==> config.mk <==
export PLATFORM = sky130hd
export DESIGN_NAME = pipeline_ctrl_flat
export DESIGN_NICKNAME = d
export VERILOG_FILES = /design/src/rtl/pipeline_ctrl_if.sv /design/src/rtl/pipeline_ctrl.sv /design/src/flat_wrapper.sv
export SDC_FILE = /design/constraint.sdc
export NUM_CORES = 1
export LEC_CHECK = 0
export CORE_MARGIN = 10
export CORE_UTILIZATION = 48
export DETAILED_ROUTE_END_ITERATION = 8
export GPL_TIMING_DRIVEN = 1
export PLACE_DENSITY = 0.76
export RECOVER_POWER = 25
export SLEW_MARGIN = 5
export SYNTH_ARGS = -nofsm -noshare
export SYNTH_HDL_FRONTEND = slang
export SYNTH_SLANG_ARGS = --single-unit
==> constraint.sdc <==
create_clock -name clk -period 2.3 [get_ports clk]
set_clock_uncertainty 0.05 [all_clocks]
set_input_delay 0.345 -clock clk [delete_from_list [all_inputs] [get_ports clk]]
set_output_delay 0.345 -clock clk [all_outputs]
set_load 0.03 [all_outputs]
==> src/rtl/pipeline_ctrl_if.sv <==
// Decode-stage <-> pipeline controller signal bundle: ID instruction info in, stage enables/flushes out.
// Handshake-free: every signal is level-valid in the cycle it is driven; there is no valid/ready pair.
interface pipeline_ctrl_if;
    logic [4:0] rs1_addr_id;
    logic [4:0] rs2_addr_id;
    logic [4:0] rd0_addr_id;
    logic       rs1_used;
    logic       rs2_used;
    logic       rd0_wr_en_id;
    logic       data_rd_en_id;
    logic       data_wr_en_id;
    logic       cond_jump;
    logic       jalr;
    logic       branch_taken;
    logic       dmem_ready;

    logic       pc_en;
    logic       pc_sel;
    logic       ifid_en;
    logic       ifid_flush;
    logic       idex_flush;
    logic       pipe_en;
    logic [1:0] jmp_src1;
    logic [1:0] jmp_src2;
    logic       mem_err;

    // Controller side: sole source of enables, flushes and forward selects.
    modport master (
        input  rs1_addr_id, rs2_addr_id, rd0_addr_id, rs1_used, rs2_used, rd0_wr_en_id,
               data_rd_en_id, data_wr_en_id, cond_jump, jalr, branch_taken, dmem_ready,
        output pc_en, pc_sel, ifid_en, ifid_flush, idex_flush, pipe_en, jmp_src1, jmp_src2, mem_err
    );

    modport slave (
        output rs1_addr_id, rs2_addr_id, rd0_addr_id, rs1_used, rs2_used, rd0_wr_en_id,
               data_rd_en_id, data_wr_en_id, cond_jump, jalr, branch_taken, dmem_ready,
        input  pc_en, pc_sel, ifid_en, ifid_flush, idex_flush, pipe_en, jmp_src1, jmp_src2, mem_err
    );
endinterface

==> src/rtl/pipeline_ctrl.sv <==
// Hazard/sequencing controller for the five-stage core: shadow scoreboard of EX/MA/WB destinations,
// jump-operand forward selects, load-use and branch-on-load stalls, taken-branch flush and memory freeze.
module pipeline_ctrl #(
    parameter int unsigned MEM_TIMEOUT = 255
) (
    input  logic              clk,
    input  logic              rst,
    pipeline_ctrl_if.master   bus,
    output logic [1:0]        fsm_state
);
    typedef enum logic [1:0] {
        INIT     = 2'd0,
        RUN      = 2'd1,
        MEM_WAIT = 2'd2
    } state_e;

    localparam logic [1:0] RD_ID = 2'd0;
    localparam logic [1:0] RD_EX = 2'd1;
    localparam logic [1:0] RD_MA = 2'd2;
    localparam logic [1:0] RD_WB = 2'd3;

    localparam logic [15:0] TIMEOUT = 16'(MEM_TIMEOUT);

    typedef struct packed {
        logic [4:0] rd;
        logic       wr;
        logic       ld;
        logic       mem;
    } sb_entry_t;

    state_e      state, state_nxt;
    sb_entry_t   sb_ex, sb_ma, sb_wb, id_entry;
    logic [15:0] wait_cnt, wait_nxt;
    logic        mem_err_q;

    logic        need1, need2, haz, frz;
    logic        m1_ex, m1_ma, m1_wb, m2_ex, m2_ma, m2_wb;
    logic        pc_en_w, pc_sel_w, ifid_en_w, ifid_flush_w, idex_flush_w, pipe_en_w;
    logic [1:0]  src1_w, src2_w;

    function automatic logic hit(input sb_entry_t e, input logic [4:0] src);
        return e.wr && (e.rd != 5'd0) && (e.rd == src);
    endfunction

    assign id_entry = '{rd:  bus.rd0_addr_id,
                        wr:  bus.rd0_wr_en_id,
                        ld:  bus.data_rd_en_id,
                        mem: bus.data_rd_en_id | bus.data_wr_en_id};

    assign need1 = bus.cond_jump | bus.jalr;
    assign need2 = bus.cond_jump;

    assign m1_ex = hit(sb_ex, bus.rs1_addr_id);
    assign m1_ma = hit(sb_ma, bus.rs1_addr_id);
    assign m1_wb = hit(sb_wb, bus.rs1_addr_id);
    assign m2_ex = hit(sb_ex, bus.rs2_addr_id);
    assign m2_ma = hit(sb_ma, bus.rs2_addr_id);
    assign m2_wb = hit(sb_wb, bus.rs2_addr_id);

    // Load data only exists at WB, so a jump source hitting a load in EX or MA must wait.
    assign haz = (need1 & ((m1_ex & sb_ex.ld) | (m1_ma & sb_ma.ld)))
               | (need2 & ((m2_ex & sb_ex.ld) | (m2_ma & sb_ma.ld)))
               | (bus.rs1_used & m1_ex & sb_ex.ld)
               | (bus.rs2_used & m2_ex & sb_ex.ld);

    assign frz = sb_ma.mem & ~bus.dmem_ready;

    always_comb begin
        state_nxt = state;
        case (state)
            INIT:     state_nxt = RUN;
            RUN:      if (frz) state_nxt = MEM_WAIT;
            MEM_WAIT: if (!frz) state_nxt = RUN;
            default:  state_nxt = INIT;
        endcase
    end

    always_comb begin
        src1_w       = RD_ID;
        src2_w       = RD_ID;
        pipe_en_w    = ~frz;
        pc_en_w      = ~frz & ~haz;
        ifid_en_w    = ~frz & ~haz;
        idex_flush_w = ~frz & haz;
        pc_sel_w     = bus.branch_taken & pc_en_w;
        ifid_flush_w = pc_sel_w;

        if (need1) begin
            if (m1_ex)      src1_w = RD_EX;
            else if (m1_ma) src1_w = RD_MA;
            else if (m1_wb) src1_w = RD_WB;
        end
        if (need2) begin
            if (m2_ex)      src2_w = RD_EX;
            else if (m2_ma) src2_w = RD_MA;
            else if (m2_wb) src2_w = RD_WB;
        end

        // Reset and the post-reset INIT cycle both squash IF/ID and EX while letting the back end drain.
        if (rst || state == INIT) begin
            pipe_en_w    = 1'b1;
            pc_en_w      = 1'b0;
            ifid_en_w    = 1'b0;
            idex_flush_w = 1'b1;
            pc_sel_w     = 1'b0;
            ifid_flush_w = 1'b1;
        end
        if (rst) begin
            src1_w = RD_ID;
            src2_w = RD_ID;
        end
    end

    // First frozen cycle (still in RUN) counts as wait cycle 1; saturate instead of wrapping.
    assign wait_nxt = (state == MEM_WAIT) ? ((wait_cnt == 16'hFFFF) ? wait_cnt : wait_cnt + 16'd1)
                                          : 16'd1;

    always_ff @(posedge clk) begin
        if (rst) begin
            state     <= INIT;
            sb_ex     <= '0;
            sb_ma     <= '0;
            sb_wb     <= '0;
            wait_cnt  <= '0;
            mem_err_q <= 1'b0;
        end else begin
            state <= state_nxt;
            if (pipe_en_w) begin
                sb_ex <= idex_flush_w ? '0 : id_entry;
                sb_ma <= sb_ex;
                sb_wb <= sb_ma;
            end
            if (frz && state != INIT) begin
                wait_cnt <= wait_nxt;
                if (wait_nxt == TIMEOUT) mem_err_q <= 1'b1;
            end
        end
    end

    assign bus.pc_en      = pc_en_w;
    assign bus.pc_sel     = pc_sel_w;
    assign bus.ifid_en    = ifid_en_w;
    assign bus.ifid_flush = ifid_flush_w;
    assign bus.idex_flush = idex_flush_w;
    assign bus.pipe_en    = pipe_en_w;
    assign bus.jmp_src1   = src1_w;
    assign bus.jmp_src2   = src2_w;
    assign bus.mem_err    = mem_err_q;
    assign fsm_state      = state;
endmodule

==> src/flat_wrapper.sv <==
// flat-port wrapper written by rule: the top's interface ports become plain ports
module pipeline_ctrl_flat 
#(
    parameter int unsigned MEM_TIMEOUT = 255
)
  (clk, rst, fsm_state, bus_rs1_addr_id, bus_rs2_addr_id, bus_rd0_addr_id, bus_rs1_used, bus_rs2_used, bus_rd0_wr_en_id, bus_data_rd_en_id, bus_data_wr_en_id, bus_cond_jump, bus_jalr, bus_branch_taken, bus_dmem_ready, bus_pc_en, bus_pc_sel, bus_ifid_en, bus_ifid_flush, bus_idex_flush, bus_pipe_en, bus_jmp_src1, bus_jmp_src2, bus_mem_err);
  pipeline_ctrl_if bus_i ();
  input  logic clk;
  input  logic rst;
  output logic [1:0] fsm_state;
  input wire logic [$bits(bus_i.rs1_addr_id)-1:0] bus_rs1_addr_id;
  input wire logic [$bits(bus_i.rs2_addr_id)-1:0] bus_rs2_addr_id;
  input wire logic [$bits(bus_i.rd0_addr_id)-1:0] bus_rd0_addr_id;
  input wire logic [$bits(bus_i.rs1_used)-1:0] bus_rs1_used;
  input wire logic [$bits(bus_i.rs2_used)-1:0] bus_rs2_used;
  input wire logic [$bits(bus_i.rd0_wr_en_id)-1:0] bus_rd0_wr_en_id;
  input wire logic [$bits(bus_i.data_rd_en_id)-1:0] bus_data_rd_en_id;
  input wire logic [$bits(bus_i.data_wr_en_id)-1:0] bus_data_wr_en_id;
  input wire logic [$bits(bus_i.cond_jump)-1:0] bus_cond_jump;
  input wire logic [$bits(bus_i.jalr)-1:0] bus_jalr;
  input wire logic [$bits(bus_i.branch_taken)-1:0] bus_branch_taken;
  input wire logic [$bits(bus_i.dmem_ready)-1:0] bus_dmem_ready;
  output wire logic [$bits(bus_i.pc_en)-1:0] bus_pc_en;
  output wire logic [$bits(bus_i.pc_sel)-1:0] bus_pc_sel;
  output wire logic [$bits(bus_i.ifid_en)-1:0] bus_ifid_en;
  output wire logic [$bits(bus_i.ifid_flush)-1:0] bus_ifid_flush;
  output wire logic [$bits(bus_i.idex_flush)-1:0] bus_idex_flush;
  output wire logic [$bits(bus_i.pipe_en)-1:0] bus_pipe_en;
  output wire logic [$bits(bus_i.jmp_src1)-1:0] bus_jmp_src1;
  output wire logic [$bits(bus_i.jmp_src2)-1:0] bus_jmp_src2;
  output wire logic [$bits(bus_i.mem_err)-1:0] bus_mem_err;
  assign bus_i.rs1_addr_id = bus_rs1_addr_id;
  assign bus_i.rs2_addr_id = bus_rs2_addr_id;
  assign bus_i.rd0_addr_id = bus_rd0_addr_id;
  assign bus_i.rs1_used = bus_rs1_used;
  assign bus_i.rs2_used = bus_rs2_used;
  assign bus_i.rd0_wr_en_id = bus_rd0_wr_en_id;
  assign bus_i.data_rd_en_id = bus_data_rd_en_id;
  assign bus_i.data_wr_en_id = bus_data_wr_en_id;
  assign bus_i.cond_jump = bus_cond_jump;
  assign bus_i.jalr = bus_jalr;
  assign bus_i.branch_taken = bus_branch_taken;
  assign bus_i.dmem_ready = bus_dmem_ready;
  assign bus_pc_en = bus_i.pc_en;
  assign bus_pc_sel = bus_i.pc_sel;
  assign bus_ifid_en = bus_i.ifid_en;
  assign bus_ifid_flush = bus_i.ifid_flush;
  assign bus_idex_flush = bus_i.idex_flush;
  assign bus_pipe_en = bus_i.pipe_en;
  assign bus_jmp_src1 = bus_i.jmp_src1;
  assign bus_jmp_src2 = bus_i.jmp_src2;
  assign bus_mem_err = bus_i.mem_err;
  pipeline_ctrl #(.MEM_TIMEOUT(MEM_TIMEOUT)) u_core (.clk(clk), .rst(rst), .bus(bus_i), .fsm_state(fsm_state));
endmodule
==> flow_summary.toml <==
[status]
status = "finished with violations"
violations = "negative setup slack"

[place]
place_area_um2 = 3200
place_ws_ns = -0.910
portBuffers = 38
globalplace.congestion = 0.931
dp_hpwl_um = 5670
dp_cells = 459

[pwr]
p_per_area_nw_per_um2 = 475
leakagePower_nw = 1.39
peakVddDrop_mv = 0.317
power_mw = 1.69

[grt]
grt_max_degree = 25
overflow = 0
antenna_found_initial = 0
grt_pass1_wl_um = 12800
track_usage = 0.186
grt_pass1_vias = 2589

[final_layout]
stdcell_area_um2 = 3560
syn_to_final_growth_pct = 49.7
regArea_um2 = 838
n_fill_cell = 371
final_util = 0.749
num_antenna_cells = 0
multi_input_area_um2 = 1660
fin_cells = 474
drive_above_1_share = 0.278
nNetsFinal = 433

[route]
first_pass_iters = 5
post_drt_via_cell_ratio = 5.60
route.final.wire_length_um = 7660
avgRoutedWirePerCell_um = 16.2
drtIter0Drc = 149
drc_errors = 0
num_vias = 2653
drtAntennaViolNets = 0

[synthesis]
synth-edff-count = 0
synthCells = 310
synth.area.top_cells = "dfxtp_1 (34%), a21oi_1 (7.4%), nand2_1 (6.8%)"
seq_area_frac_synth = 0.345
synth_cell_types = 47
yosysWarnings = 0
synth_area_per_cell_um2 = 7.68
async_reset_ff_frac = 0
synth-main-ff-cell = "dfxtp_1"
syn_nets = 337
synth_top_area_share = 0.345
synth_top_area_cell = "dfxtp_1"
ys_ff_latch = 41
synth_area_um2 = 2380

[clocking]
root_buffer = "clkbuf_8"
ctsLongestPathBuffers = 2
clock-sinks = 41
cts.clk_slew.worst_paths_ns = 0.08
h-tree-depth = 2
cts_buffers = 5
clk_latency_ns = 0.30
cts_tree = "done"
hold_buffers = 0

[critical_path]
critPathSlowestCell = "or4_4"
start_kind = "flop"
path_max_fanout = 3
path_delay_family = "simple AND/OR/NAND/NOR gates"
slowest_delay_ns = 0.54
cp.required_ns = 1.90
critPathBufInv = 2
critPathArrivalTime_ns = 2.26
path_class = "flop to output port"
crit_path_end_kind = "output port"
cp_cell_sequence = "or4_4, o21ai_4, nor4_2, a22o_1, buf_4, nor3_4, and2_4, buf_6"

[die]
fp-row-count = 25
io_pins = 39
fp.dieH_um = 90.4
core_area_um2 = 4750
die_x_um = 90.4
initial_core_util = 0.501
die-area_um2 = 8180

[flow_run]
cap_viol_max_count = 0

[timing]
slew_headroom = 0.476
tns_ns = -2.04
setup_violations = 9
whs_ns = 0.409
rsz0062_at_grt = "true"
timing_max_transition_violations_final = 0
worst_slack_ns = -0.354
post-route-min-period_ns = 2.65
max_freq_mhz = 377
period_share = 1.15
worst_pin_slew_ns = 0.785
hold_violations = 0

[min_path]
hold_path.class = "flop to flop"
==> Yosys cell counts (2+ instances only) <==
master    count
and3_1        4
nand3_1      15
nor2_1       30
a21oi_1      35
maj3_1        2
a31oi_1       6
xor2_1       17
a211oi_1      2
o21ai_1       2
xnor2_1      15
nand2b_1      4
nand3b_1      3
a22o_1        9
o21a_1        2
nor2b_1       2
or4_1         3
nor3_1       15
clkbuf_1      8
nor4b_1       2
inv_1         4
nor4_1        7
nand4_1       7
nand2_1      43
dfxtp_1      41
o21ai_0      10
==> sequential cells by signal, summed over array words and instances (netlist names) <==
| name | flops |
|---|---|
| u_core.bus.mem_err | 1 |
| u_core.fsm_state | 2 |
| u_core.sb_ex | 8 |
| u_core.sb_ma | 8 |
| u_core.sb_wb | 6 |
| u_core.wait_cnt | 16 |
==> tightest hold or removal path: stages (launching register included) <==
cell,delay (ns)
dfxtp_1,0.32
nand2_1,0.05
a21oi_1,0.05
==> path summary, 6_finish.rpt <==
kind | start | endpoint | slack (ns) | cells past startpoint
hold / removal | u_core.sb_ma[1] | u_core.sb_ma[1] | 0.41 | 2
setup reg to reg | u_core.sb_ex[7] | u_core.sb_ex[7] | 0.06 | 10
hold reg to reg | u_core.sb_ma[1] | u_core.sb_ma[1] | 0.41 | 2
setup / recovery | u_core.sb_ex[7] | bus_pc_sel | -0.35 | 8
==> what timing repair did <==
action                     in CTS  in global routing
buffers inserted                5                  3
resized for setup              40                 24
pin swaps                       9                 10
setup endpoints to repair       9                 19
==> metal layers <==
| metal | global-route usage | part of all wire | vias up | wire length [um] |
|---|---|---|---|---|
| li1 | - | - | 1322 | - |
| met3 | 0.0382 | 0.039 | 18 | 296 |
| met2 | 0.334 | 0.51 | 86 | 3940 |
| met1 | 0.220 | 0.43 | 1227 | 3300 |
| met4 | 0.0464 | 0.016 | 0 | 120 |
| met5 | 0 | 0 | - | 0 |
==> power breakdown <==
part	internal (mW)	switching, mW	leakage (nW)
clock network	0.431	0.260	0.0681
registers	0.723	0.0185	0.337
logic	0.138	0.122	0.982
total	1.29	0.400	1.39
==> placed cells by master (no fill, tap or decap), types with 2 or more instances in the layout <==
cell / synthesis / routed
clkbuf_1: 8 / 2
o21ai_0: 10 / 9
and3_1: 4 / 4
or4_4: 0 / 2
maj3_1: 2 / 2
buf_6: 0 / 7
xnor2_2: 0 / 4
clkbuf_8: 0 / 5
o21a_1: 2 / 2
dlymetal6s2s_1: 0 / 2
nor2_1: 30 / 29
clkdlybuf4s50_1: 0 / 18
buf_4: 1 / 61
dfxtp_2: 0 / 5
xnor2_1: 15 / 11
bufinv_16: 0 / 2
nand4_1: 7 / 7
dfxtp_1: 41 / 33
inv_1: 4 / 4
nor2b_1: 2 / 2
a31oi_1: 6 / 4
dlygate4sd2_1: 0 / 7
a22o_1: 9 / 9
nand3b_1: 3 / 3
xor2_1: 17 / 17
nand2b_1: 4 / 4
nor3_2: 0 / 3
nor4_2: 0 / 3
a31oi_4: 0 / 2
dfxtp_4: 0 / 3
a211oi_2: 0 / 2
nand3_1: 15 / 14
a21oi_1: 35 / 34
nand2_1: 43 / 43
nor4_1: 7 / 3
nor3_1: 15 / 12
nor4b_1: 2 / 2
==> logic make-up (layout without fill, tap and decap cells) <==
kind of cell	count (synthesis)	after routing	share of synthesized area
compound gates	78	78	0.207
xor+xnor	32	32	0.118
fa+ha+maj	3	3	0.0137
buf+inv	15	112	0.0257
flops	41	41	0.345
mux	1	1	0.00420
simple gates	140	140	0.287
==> final cells by class <==
cell class	count	area share
clock inverters	3	0.0183
inverters	4	0.00421
repair buffers	100	0.234
flip-flops and latches	41	0.235
clock buffers	5	0.0193
multi-input cells	254	0.466
well taps	67	0.0235
(Power assumes the default switching activity.)
